[src/rtl/demux_rr_lanes_if.sv]
// Handshake/bus bundle for demux_rr_lanes: word input side plus registered lane outputs.
// master drives the word stream; slave is the demux itself.
interface demux_rr_lanes_if #(
    parameter int unsigned WIDTH = 8,
    parameter int unsigned LANES = 4
);
    localparam int unsigned PtrW = $clog2(LANES);

    logic                   valid_in;
    logic [WIDTH-1:0]       data_in;
    logic                   flush;
    logic [LANES*WIDTH-1:0] data_out;
    logic [LANES-1:0]       valid_out;
    logic                   group_done;
    logic                   partial;
    logic [PtrW-1:0]        ptr;

    modport master (
        output valid_in, data_in, flush,
        input  data_out, valid_out, group_done, partial, ptr
    );

    modport slave (
        input  valid_in, data_in, flush,
        output data_out, valid_out, group_done, partial, ptr
    );
endinterface

[src/rtl/demux_rr_lanes.sv]
// Round-robin word-to-lane demux: gathers LANES words into slots and emits them as one group,
// with flush and idle-timeout emission of partial groups.
module demux_rr_lanes #(
    parameter int unsigned WIDTH   = 8,
    parameter int unsigned LANES   = 4,
    parameter int unsigned TIMEOUT = 16
) (
    input logic             clk_f,
    input logic             reset,
    demux_rr_lanes_if.slave bus
);
    localparam int unsigned PtrW  = $clog2(LANES);
    localparam int unsigned IdleW = (TIMEOUT > 0) ? $clog2(TIMEOUT + 1) : 1;
    localparam logic [PtrW-1:0] LastLane = PtrW'(LANES - 1);

    logic [LANES-1:0][WIDTH-1:0] slot_q, slot_d, fill_slot;
    logic [LANES-1:0]            mask_q, mask_d, fill_mask;
    logic [PtrW-1:0]             ptr_q, ptr_d;
    logic [IdleW-1:0]            idle_q, idle_d;
    logic [LANES-1:0][WIDTH-1:0] data_out_q, data_out_d;
    logic [LANES-1:0]            valid_out_q, valid_out_d;
    logic                        group_done_q, group_done_d;
    logic                        partial_q, partial_d;
    logic                        timeout_hit;

    always_comb begin
        slot_d       = slot_q;
        mask_d       = mask_q;
        ptr_d        = ptr_q;
        idle_d       = idle_q;
        data_out_d   = data_out_q;
        valid_out_d  = '0;
        group_done_d = 1'b0;
        partial_d    = 1'b0;

        // Current word is folded in first so flush/timeout emissions include it.
        fill_slot = slot_q;
        fill_mask = mask_q;
        if (bus.valid_in) begin
            fill_slot[ptr_q] = bus.data_in;
            fill_mask[ptr_q] = 1'b1;
        end

        timeout_hit = (TIMEOUT != 0) && (idle_q == IdleW'(TIMEOUT));

        if (bus.valid_in && (ptr_q == LastLane)) begin
            data_out_d   = fill_slot;
            valid_out_d  = '1;
            group_done_d = 1'b1;
            slot_d       = '0;
            mask_d       = '0;
            ptr_d        = '0;
            idle_d       = '0;
        end else if ((bus.flush || timeout_hit) && (fill_mask != '0)) begin
            for (int unsigned i = 0; i < LANES; i++) begin
                data_out_d[i] = fill_mask[i] ? fill_slot[i] : '0;
            end
            valid_out_d = fill_mask;
            partial_d   = 1'b1;
            slot_d      = '0;
            mask_d      = '0;
            ptr_d       = '0;
            idle_d      = '0;
        end else begin
            slot_d = fill_slot;
            mask_d = fill_mask;
            if (bus.valid_in) begin
                ptr_d  = ptr_q + 1'b1;
                idle_d = '0;
            end else if ((mask_q != '0) && (idle_q != '1)) begin
                idle_d = idle_q + 1'b1;
            end
        end
    end

    always_ff @(posedge clk_f or posedge reset) begin
        if (reset) begin
            slot_q       <= '0;
            mask_q       <= '0;
            ptr_q        <= '0;
            idle_q       <= '0;
            data_out_q   <= '0;
            valid_out_q  <= '0;
            group_done_q <= 1'b0;
            partial_q    <= 1'b0;
        end else begin
            slot_q       <= slot_d;
            mask_q       <= mask_d;
            ptr_q        <= ptr_d;
            idle_q       <= idle_d;
            data_out_q   <= data_out_d;
            valid_out_q  <= valid_out_d;
            group_done_q <= group_done_d;
            partial_q    <= partial_d;
        end
    end

    assign bus.data_out   = data_out_q;
    assign bus.valid_out  = valid_out_q;
    assign bus.group_done = group_done_q;
    assign bus.partial    = partial_q;
    assign bus.ptr        = ptr_q;
endmodule

[src/flat_wrapper.sv]
// flat-port wrapper written by rule: the top's interface ports become plain ports
module demux_rr_lanes_flat 
#(
    parameter int unsigned WIDTH   = 8,
    parameter int unsigned LANES   = 4,
    parameter int unsigned TIMEOUT = 16
)
  (clk_f, reset, bus_valid_in, bus_data_in, bus_flush, bus_data_out, bus_valid_out, bus_group_done, bus_partial, bus_ptr);
  demux_rr_lanes_if #(.WIDTH(WIDTH), .LANES(LANES)) bus_i ();
  input logic clk_f;
  input logic reset;
  input wire logic [$bits(bus_i.valid_in)-1:0] bus_valid_in;
  input wire logic [$bits(bus_i.data_in)-1:0] bus_data_in;
  input wire logic [$bits(bus_i.flush)-1:0] bus_flush;
  output wire logic [$bits(bus_i.data_out)-1:0] bus_data_out;
  output wire logic [$bits(bus_i.valid_out)-1:0] bus_valid_out;
  output wire logic [$bits(bus_i.group_done)-1:0] bus_group_done;
  output wire logic [$bits(bus_i.partial)-1:0] bus_partial;
  output wire logic [$bits(bus_i.ptr)-1:0] bus_ptr;
  assign bus_i.valid_in = bus_valid_in;
  assign bus_i.data_in = bus_data_in;
  assign bus_i.flush = bus_flush;
  assign bus_data_out = bus_i.data_out;
  assign bus_valid_out = bus_i.valid_out;
  assign bus_group_done = bus_i.group_done;
  assign bus_partial = bus_i.partial;
  assign bus_ptr = bus_i.ptr;
  demux_rr_lanes #(.WIDTH(WIDTH), .LANES(LANES), .TIMEOUT(TIMEOUT)) u_core (.clk_f(clk_f), .reset(reset), .bus(bus_i));
endmodule
[config.mk]
export PLATFORM = sky130hd
export DESIGN_NAME = demux_rr_lanes_flat
export DESIGN_NICKNAME = d
export VERILOG_FILES = /design/src/rtl/demux_rr_lanes_if.sv /design/src/rtl/demux_rr_lanes.sv /design/src/flat_wrapper.sv
export SDC_FILE = /design/constraint.sdc
export NUM_CORES = 1
export LEC_CHECK = 0
export ABC_AREA = 0
export CORE_MARGIN = 2
export CORE_UTILIZATION = 39
export CTS_CLUSTER_SIZE = 24
export DETAILED_ROUTE_END_ITERATION = 10
export REMOVE_ABC_BUFFERS = 1
export SLEW_MARGIN = 20
export SYNTH_ARGS = -nofsm -noshare
export SYNTH_HDL_FRONTEND = slang
export SYNTH_SLANG_ARGS = --single-unit
[constraint.sdc]
create_clock -name clk_f -period 3.78 [get_ports clk_f]
set_clock_uncertainty 0.2 [all_clocks]
set_input_delay 0.756 -clock clk_f [delete_from_list [all_inputs] [get_ports clk_f]]
set_output_delay 0.756 -clock clk_f [all_outputs]
set_load 0.005 [all_outputs]
==> results.py <==
metrics = {
    "logic_synthesis": {
        "synth_compound_area_frac": 0.157,
        "ys_seq_area_frac": 0.575,
        "synth_top_area_frac": 0.575,
        "synth_cells": 262,
        "yosysUniqueCellTypes": 39,
        "synthAdderAreaFrac": 0.0248,
        "yosysWarningCount": 0,
        "syn_area_per_cell_um2": 13.5,
        "synth_flop_cell": "dfrtp_1",
        "synthArstFlopShare": 1.00,
        "synth_seq_cells": 81,
        "muxShareOfSynthArea": 0.0681,
        "synth_largest_area_cell": "dfrtp_1",
        "synth_top_family_by_area": "compound AO/OA/AOI/OAI gates",
        "synth_xor_area_frac": 0,
        "synthSimpleGateAreaFrac": 0.127,
        "synthTopCellsByArea": "dfrtp_1, o2bb2ai_2, mux2i_1",
        "synth_edf_count": 0,
        "synth_area_mm2": 0.00353,
    },
    "cells_and_area": {
        "area_delta_synth_final_pct": 21.2,
        "final_layout_size_suffix_gt1_frac": 0.174,
        "nets": 330,
        "fin_cells": 424,
        "fin_area_mm2": 0.00428,
        "antenna-diode-count": 0,
    },
    "drt": {
        "drc": 0,
        "drtIter0Drc": 116,
        "wirelength_um": 7500,
        "drtPass1Iterations": 4,
        "wire_per_inst_um": 17.7,
        "ant_nets": 0,
        "viasPerCell": 5.35,
        "via_count": 2268,
    },
    "setup_path": {
        "worstSetupStartpointType": "input port",
        "arrival_ns": 2.84,
        "r2r_end": "u_core.bus.data_out[22]",
        "crit_path_end": "u_core.bus.data_out[22]",
        "crit_path_top_delay_cell": "clkdlybuf4s50_1",
        "end_kind": "flop",
        "crit_type": "in2reg",
        "rr_startpoint": "u_core.bus.ptr[0]",
        "crit_chain": "clkdlybuf4s50_1 > o31a_1 > o22ai_4 > and2_4 > o2bb2ai_1",
        "worstPathRequired_ns": 3.86,
        "critPathMaxStageDelay_ns": 0.69,
        "critPathLaunch": "bus_valid_in",
        "rrSetupSlack_ns": 1.26,
        "r2r_cells": 6,
        "crit_fanout": 24,
    },
    "sta": {
        "fin_tns_setup_ns": 0,
        "period_share": 0.731,
        "setup_viol": 0,
        "worstMarginPinSlew_ns": 0.909,
        "setup_slack_ns": 1.02,
        "slew_viol_final": 0,
        "hold_violations": 0,
        "relSlewSlack": 0.394,
        "fmax_mhz": 362,
        "finalCriticalPeriod_ns": 2.76,
        "rsz0062_at_grt": "false",
    },
    "clock_network": {
        "root_buffer": "clkbuf_8",
        "cts_max_path_buffers": 2,
        "clk_latency_ns": 0.35,
        "post_cts_resized": 0,
        "cts_tree": "yes",
        "cts_made_buffers": 9,
        "htreeDepth": 3,
        "cts_sinks": 81,
        "postCtsSetupBuffers": 0,
        "ctsHoldBuffers": 0,
        "cts.clk_slew.worst_paths_ns": 0.09,
    },
    "die": {
        "io_pins": 52,
        "die_w_um": 99.1,
        "fp.dieH_um": 99.1,
        "start_util": 0.402,
        "rows": 34,
        "design.die.area_mm2": 0.00982,
        "coreArea_mm2": 0.00876,
    },
    "power_and_ir_drop": {
        "power_density_mw_per_mm2": 669,
        "switchingPower_mw": 0.973,
        "pwr-share-seq": 0.422,
        "internal_power_mw": 1.89,
        "finalPower_mw": 2.86,
        "ir_worst_vdd_mv": 0.264,
        "power_frac_clock": 0.230,
        "swShare": 0.340,
        "combinationalPowerShare": 0.348,
        "leakage_nw": 2.06,
    },
    "global_routing": {
        "grt_first_pass_wirelength_um": 12400,
        "grt_use_met2": 0.245,
        "gr-total-overflow": 0,
        "top_usage_layer": "met2",
        "met3_usage": 0.0365,
        "grt_max_degree": 51,
        "track_usage": 0.161,
        "grt_pass1_vias": 2354,
        "grtUsageMet1": 0.228,
        "antenna_found_initial": 0,
    },
    "hold_path": {
        "hp-class": "reg2reg",
    },
    "placement": {
        "post_dp_cell_area_mm2": 0.00407,
        "post-place-cells": 408,
        "gp_congestion": 0.841,
        "dp_hpwl_um": 4840,
        "place_ws_ns": 0.679,
        "place.port_buffers": 51,
    },
    "job": {
        "maxCapViolCount": 0,
    },
    "outcome": {
        "status": "finished clean",
    },
}
==> registers in the layout, summed over array words and instances (netlist names) <==
name,cells
u_core.bus.valid_out,4
u_core.bus.group_done,1
u_core.idle_q,5
u_core.bus.partial,1
u_core.mask_q,4
u_core.bus.data_out,32
u_core.bus.ptr,2
u_core.slot_q,32
==> cell usage after synthesis, drive strengths merged, types with 2 or more instances <==
| master | instances |
|---|---|
| dfrtp | 81 |
| nor2 | 32 |
| mux2i | 24 |
| o2bb2ai | 24 |
| and3 | 19 |
| buf | 13 |
| nand2 | 11 |
| inv | 10 |
| a221o | 8 |
| ha | 7 |
| a21oi | 6 |
| o21a | 3 |
| a22oi | 2 |
| clkbuf | 2 |
| nand3 | 2 |
| nor4 | 2 |
| o31ai | 2 |
| or4 | 2 |
==> power groups by stage <==
stage          logic [mW]  clock network (mW)  registers [mW]
3_3_place_gp        0.982                   0            1.22
5_1_grt              1.09               0.712            1.24
6_report            0.994               0.658            1.21
2_1_floorplan       0.590                   0            1.21
4_1_cts              1.01               0.670            1.21
3_5_place_dp         1.00                   0            1.22
==> worst min path at each step <==
| stage | startpoint | to | slack (ns) | cells after the start |
|---|---|---|---|---|
| detailed placement | u_core.bus.data_out[5] | u_core.bus.data_out[5] | 0.28 | 1 |
| finish | u_core.bus.data_out[16] | u_core.bus.data_out[16] | 0.30 | 1 |
| global placement | u_core.bus.data_out[22] | u_core.bus.data_out[22] | 0.28 | 1 |
| floorplan | u_core.slot_q[24] | u_core.bus.data_out[24] | 0.27 | 1 |
| global route | u_core.bus.data_out[7] | u_core.bus.data_out[7] | 0.31 | 1 |
| CTS | u_core.bus.data_out[16] | u_core.bus.data_out[16] | 0.31 | 1 |
==> cells in the final DEF (no fill, tap or decap), types with 3 or more instances in the layout <==
cell and count:
dfrtp_1 81, clkdlybuf4s50_1 51, mux2i_1 24, nor2_1 22, o2bb2ai_2 20, and3_1 19
nand2_1 10, clkbuf_8 10, inv_1 8, nor2_4 8, a221o_1 8, ha_1 7
a21oi_1 6, o2bb2ai_1 4, o21a_1 3
==> cell families (layout without fill, tap and decap cells) <==
group / count (synthesis) / after routing
multiplexers: 24 / 24
AND/OR/NAND/NOR: 74 / 74
adder cells (fa/ha/maj): 7 / 7
buffers and inverters: 25 / 79
flip-flops: 81 / 81
AO/OA/AOI/OAI: 51 / 51
==> final cells by class <==
cell class	instances	area (µm²)
Fill cell	800	4490
Tap cell	108	135
Clock inverter	5	63.8
Timing Repair Buffer	53	538
Clock buffer	11	141
Multi-Input combinational cell	156	1330
Inverter	10	38.8
Sequential cell	81	2030
==> worst max-delay path: cells and delay by family <==
family,cells,cell delay (ns)
AO/OA/AOI/OAI,3,0.85
buffers and inverters,1,0.69
AND/OR/NAND/NOR,1,0.53
==> layer usage <==
| layer | vias to the layer above | routed length (µm) |
|---|---|---|
| met5 | - | 0 |
| met4 | 0 | 96 |
| met3 | 9 | 251 |
| met2 | 43 | 3470 |
| met1 | 1173 | 3680 |
| li1 | 1043 | - |
==> stage by stage <==
| stage | utilization | hold WS [ns] |
|---|---|---|
| floorplan | - | 0.270 |
| global placement | 0.464 | 0.275 |
| CTS | 0.488 | 0.305 |
| global route | 0.488 | 0.314 |
| detailed placement | 0.464 | 0.282 |
| finish | 0.488 | 0.300 |
(Power assumes the default switching activity.)
==> variant 1 (config.mk and constraints unchanged) <==
`TIMEOUT` is set to 16 in 2 places; all go to 32.
--- a/src/rtl/demux_rr_lanes.sv
+++ b/src/rtl/demux_rr_lanes.sv
@@ -3,7 +3,7 @@
 module demux_rr_lanes #(
     parameter int unsigned WIDTH   = 8,
     parameter int unsigned LANES   = 4,
-    parameter int unsigned TIMEOUT = 16
+    parameter int unsigned TIMEOUT = 32
 ) (
     input logic             clk_f,
     input logic             reset,
--- a/src/flat_wrapper.sv
+++ b/src/flat_wrapper.sv
@@ -3,7 +3,7 @@
 #(
     parameter int unsigned WIDTH   = 8,
     parameter int unsigned LANES   = 4,
-    parameter int unsigned TIMEOUT = 16
+    parameter int unsigned TIMEOUT = 32
 )
   (clk_f, reset, bus_valid_in, bus_data_in, bus_flush, bus_data_out, bus_valid_out, bus_group_done, bus_partial, bus_ptr);
   demux_rr_lanes_if #(.WIDTH(WIDTH), .LANES(LANES)) bus_i ();
Check against the original RTL: no difference found for any inputs over 4 cycles, from zero or initial values and one cycle with reset high; that may be too few to reach the edited logic, so the function may still have changed.
==> variant 1 against the original RTL <==
Clock power down 4.3%. Wire length is 6.5% lower. Design area decreased by 3.3%. Via count decreased by 3.4%. Total power increased by 1.3%. Sequential cell count up 1. Setup slack improved by 29 ps. Worst hold slack worse by 10 ps. Highest routed layer unchanged. Synthesized area is 5.9% lower.
==> variant 1: results <==
[status]
status = "complete, no violations"

[yosys]
synthFlopType = "dfrtp_1"
yosysUniqueCellTypes = 32
synth_area_leaders = "dfrtp_1 62%, mux2i_1 7.8%, o2bb2ai_1 6.6%, nor2_1 4.1%, a221o_1 2.4%"
yosysWarningCount = 0
synthCells = 267
async_flop_share_pct = 100
synth_common_cells = "82 x dfrtp_1, 36 x nor2_1, 26 x mux2i_1"
synth.yosys.seq_area_share_pct = 61.8

[route]
wire_per_inst_um = 16.3
vias = 2190
drtPass1Iterations = 4
vias_per_cell = 5.08
drtIter0Drc = 132

[worst_setup_path]
worstSetupStartpoint = "bus_valid_in"
cp_max_fo = 20
critical_path.max_stage_delay_ps = 840
cp_slowest_cell = "clkdlybuf4s50_1"
reg2reg_from = "u_core.bus.ptr[0]$_DFFE_PP0P_"
cp_top_family = "compound AO/OA/AOI/OAI gates"

[clock_network]
cts_setup_buffers = 0
htreeDepth = 3
cts_root_buffer = "clkbuf_8"
clk_latency_ps = 350
postCtsResizedCells = 0
cts-buffers-inserted = 9
clk_pin_slew_worst_paths_ps = 80
clock_path_buffers = 2

[placed_design]
portBuffers = 51
post-place-cells = 415
place_area_sq_um = 3940
globalplace.congestion = 0.837
place_ws_ps = 698
hpwl_um = 4770

[cells_and_area]
nFillCells = 731
diodes = 0
drive_above_1_share_pct = 8.28
fin_nets = 339
multiInputGateArea_sq_um = 1150

[grt]
grt_pass1_wl_um = 11600
grt_max_degree = 48
antenna_found_initial = 0
grtUsageTotal_pct = 17.2

[power_and_ir_drop]
finalPower_mw = 2.90
peakVddDrop_mv = 0.298
p_leak_nw = 2.05

[worst_hold_path]
min_path_type = "reg -> reg"
worstHoldStart = "u_core.slot_q[26]$_DFF_PP0_"

[timing]
worst_pin_slew_ps = 625
-- variant 1: cell types whose count changed in the layout (fill, tap and decap cells not counted), sizes merged, moves of 2 or more --
cell and change:
mux2i +2, xnor2 +2, a21o +2, and3 -9, nand2 -2, nor3 +4, and2 +8, buf +3
o21a -3, nor2 +4, a22oi -2, o21ai +3, o31ai -2, nor4 -2
-- variant 1: path summary, 6_finish.rpt --
check	slack [ps]	depth (start not counted)	endpoint
max reg2reg	1500	5	u_core.bus.data_out[3]$_DFFE_PP0P_
min	290	1	u_core.slot_q[26]$_DFF_PP0_
min in group asynchronous	590	2	u_core.slot_q[30]$_DFF_PP0_
max	1050	5	u_core.bus.data_out[3]$_DFFE_PP0P_
min reg2reg	290	1	u_core.slot_q[26]$_DFF_PP0_
max in group asynchronous	2140	3	u_core.bus.data_out[17]$_DFFE_PP0P_
-- variant 1: power by group --
group / internal, mW / switching, mW / total [mW] / leakage, nW
Clock: 0.324 / 0.306 / 0.630 / 0.0966
Sequential: 1.11 / 0.119 / 1.23 / 1.12
Combinational: 0.502 / 0.536 / 1.04 / 0.837
-- variant 1: logic make-up after synthesis --
| kind of cell | Yosys count | synth area share [%] |
|---|---|---|
| compound gates | 51 | 12.9 |
| xor+xnor | 2 | 0.528 |
| fa+ha+maj | 6 | 2.26 |
| buf+inv | 24 | 3.50 |
| flops | 82 | 61.8 |
| mux | 26 | 7.84 |
| simple gates | 76 | 11.2 |
-- variant 1: routing by layer --
layer	part of all wire (%)	track usage [%]	vias up	wire (um)
met4	2.1	7.86	0	144
met2	43	23.1	58	3020
met3	5.5	4.39	13	382
li1	-	-	1050	-
met1	49	25.7	1069	3460
met5	0	0	-	0
-- variant 1: final cells by class --
cell class | count | area share [%]
timing repair buffer | 56 | 13.6
sequential | 82 | 49.6
clock inverter | 4 | 1.24
inverter | 11 | 1.03
clock buffer | 12 | 3.51
tap | 105 | 3.18
multi-input combinational | 161 | 27.9
-- variant 1: worst reg2reg max path, cell delays in order (launching register included) --
cell	delay (ps)
dfrtp_1	440
ha_1	330
o21ai_0	320
and4b_1	310
o31a_1	410
o2bb2ai_1	140
==> variant 2 (config.mk and constraints unchanged) <==
Made on the original files. Take the reset off `data_out_q` and load it in a clocked block of its own.
--- a/src/rtl/demux_rr_lanes.sv
+++ b/src/rtl/demux_rr_lanes.sv
@@ -79,7 +79,6 @@
             mask_q       <= '0;
             ptr_q        <= '0;
             idle_q       <= '0;
-            data_out_q   <= '0;
             valid_out_q  <= '0;
             group_done_q <= 1'b0;
             partial_q    <= 1'b0;
@@ -88,11 +87,14 @@
             mask_q       <= mask_d;
             ptr_q        <= ptr_d;
             idle_q       <= idle_d;
-            data_out_q   <= data_out_d;
             valid_out_q  <= valid_out_d;
             group_done_q <= group_done_d;
             partial_q    <= partial_d;
         end
+    end
+
+    always_ff @(posedge clk_f) begin
+        data_out_q <= data_out_d;
     end
 
     assign bus.data_out   = data_out_q;
Function: changed (Yosys sat finds a counterexample within 4 cycles, from zero or initial values and one cycle with reset high).
==> variant 2 against the original RTL <==
Total power up 4.8%. Synthesized area down 7.7%. Count of clock-buffer cells in the layout unchanged. Worst hold slack worse by 11 ps. Sequential cell count unchanged. Combinational power down 4.5%. Global-route usage down 0.72 points. Wire length down 15%. Sequential share of layout area up 5.4 points. Register-to-register slack better by 120 ps. Via count down 8.2%. Design area down 3.1%. Setup slack better by 15 ps. Highest routed layer unchanged.
==> variant 2: results <==
[status]
status = "complete, no violations"

[route]
drtIter0Drc = 99
drtPass1Iterations = 4
vias_per_cell = 4.81
vias = 2082
wire_per_inst_um = 14.8

[worst_setup_path]
worstSetupStartpoint = "bus_valid_in"
reg2reg_from = "u_core.idle_q[0]$_DFFE_PP0P_"
reg2reg_depth = 7
critical_path.max_stage_delay_ps = 700
rr_endpoint = "u_core.bus.data_out[16]$_DFFE_PP_"
rrSetupSlack_ps = 1380
cp_max_fo = 25
worstPathArrival_ps = 2590
cp_slowest_cell = "clkdlybuf4s50_1"

[power_and_ir_drop]
peakVddDrop_mv = 0.243
p_leak_nw = 1.87

[grt]
grt_max_degree = 50
antenna_found_initial = 0
grtUsageTotal_pct = 15.4
gr-total-overflow = 0
grt_pass1_wl_um = 10400
grt_pass1_vias = 1992

[worst_hold_path]
hold_end = "u_core.slot_q[25]$_DFF_PP0_"
min_path_type = "reg -> reg"
hold_path_depth = 1
worstHoldStart = "u_core.slot_q[25]$_DFF_PP0_"

[yosys]
yosysWarningCount = 0
yosysUniqueCellTypes = 35
synth.yosys.seq_area_share_pct = 67.2
synthCells = 264
synth-edff-count = 32
synth_common_cells = "57 x nor2_1, 49 x dfrtp_1, 32 x edfxtp_1"
synth_area_leaders = "dfrtp_1 38%, edfxtp_1 30%, mux2i_1 7.4%, nor2_1 6.6%, ha_1 2.7%"
async_flop_share_pct = 60.5

[clock_network]
postCtsResizedCells = 0
htreeDepth = 3
cts_root_buffer = "clkbuf_8"
clk_latency_ps = 340
cts_setup_buffers = 0
clock_path_buffers = 2
clk_pin_slew_worst_paths_ps = 70

[cells_and_area]
fin_nets = 342
diodes = 0
drive_above_1_share_pct = 7.62

[placed_design]
globalplace.congestion = 0.786
place_ws_ps = 682
post-place-cells = 417
hpwl_um = 4380
portBuffers = 51

[timing]
slew_viol_final = 0
relSlewSlack_pct = 42.2
variant 2: changes by cell type in the layout (fill, tap and decap cells not counted), moves of 4 or more:
cell,before,now
and2_1,0,9
a221o_1,8,0
edfxtp_1,0,32
nand2_1,10,23
nor2_4,8,0
nor2_1,22,57
o2bb2ai_1,4,0
dfrtp_1,81,49
o21ai_0,1,6
o2bb2ai_2,20,0
nand3_1,2,9
and3_1,19,1
variant 2: cells by family after synthesis:
logic type / synth area share, %
flip-flops: 67.2
AO/OA/AOI/OAI: 4.11
AND/OR/NAND/NOR: 15.6
multiplexers: 7.38
adder cells (fa/ha/maj): 2.69
buffers and inverters: 2.73
XOR/XNOR: 0.269
variant 2: worst max path at each step:
stage                     slack, ps  cells past startpoint                                end
after CTS                      1040                      5  u_core.bus.data_out[16]$_DFFE_PP_
after global routing            920                      5  u_core.bus.data_out[16]$_DFFE_PP_
final                          1030                      5  u_core.bus.data_out[16]$_DFFE_PP_
after floorplan                1320                      4   u_core.bus.data_out[0]$_DFFE_PP_
after global placement          720                      6   u_core.bus.data_out[0]$_DFFE_PP_
after detailed placement        680                      5   u_core.bus.data_out[0]$_DFFE_PP_
variant 2: layout make-up:
cell class / instances / area (sq um)
Clock buffer: 11 / 131
Clock inverter: 5 / 106
Fill cell: 711 / 3990
Inverter: 9 / 35.0
Multi-Input combinational cell: 166 / 980
Sequential cell: 81 / 2190
Tap cell: 105 / 131
Timing Repair Buffer: 56 / 573
variant 2: through the flow:
| step | hold slack, ps | total power, mW | instance area [sq um] |
|---|---|---|---|
| after global routing | 301 | 3.18 | 4140 |
| after CTS | 293 | 3.03 | 4140 |
| after floorplan | 254 | 1.78 | 3200 |
| final | 289 | 2.99 | 4140 |
| after detailed placement | 272 | 2.29 | 3910 |
| after global placement | 272 | 2.27 | 3910 |
variant 2: layer usage:
layer	global-route usage (%)	vias up	share of wire (%)
li1	-	1018	-
met1	22.7	1008	49
met2	22.2	47	45
met3	2.69	9	4.4
met4	6.88	0	1.6
met5	0	-	0
variant 2: report_power, final:
group | leakage (nW) | switching, mW | internal (mW) | total, mW
combinational | 0.771 | 0.481 | 0.468 | 0.949
sequential | 0.983 | 0.0917 | 1.21 | 1.30
clock | 0.114 | 0.302 | 0.441 | 0.743
variant 2: worst max-delay path: cells and delay by family:
kind            cells  cell delay (ps)
compound gates      2              580
buf+inv             3             1230
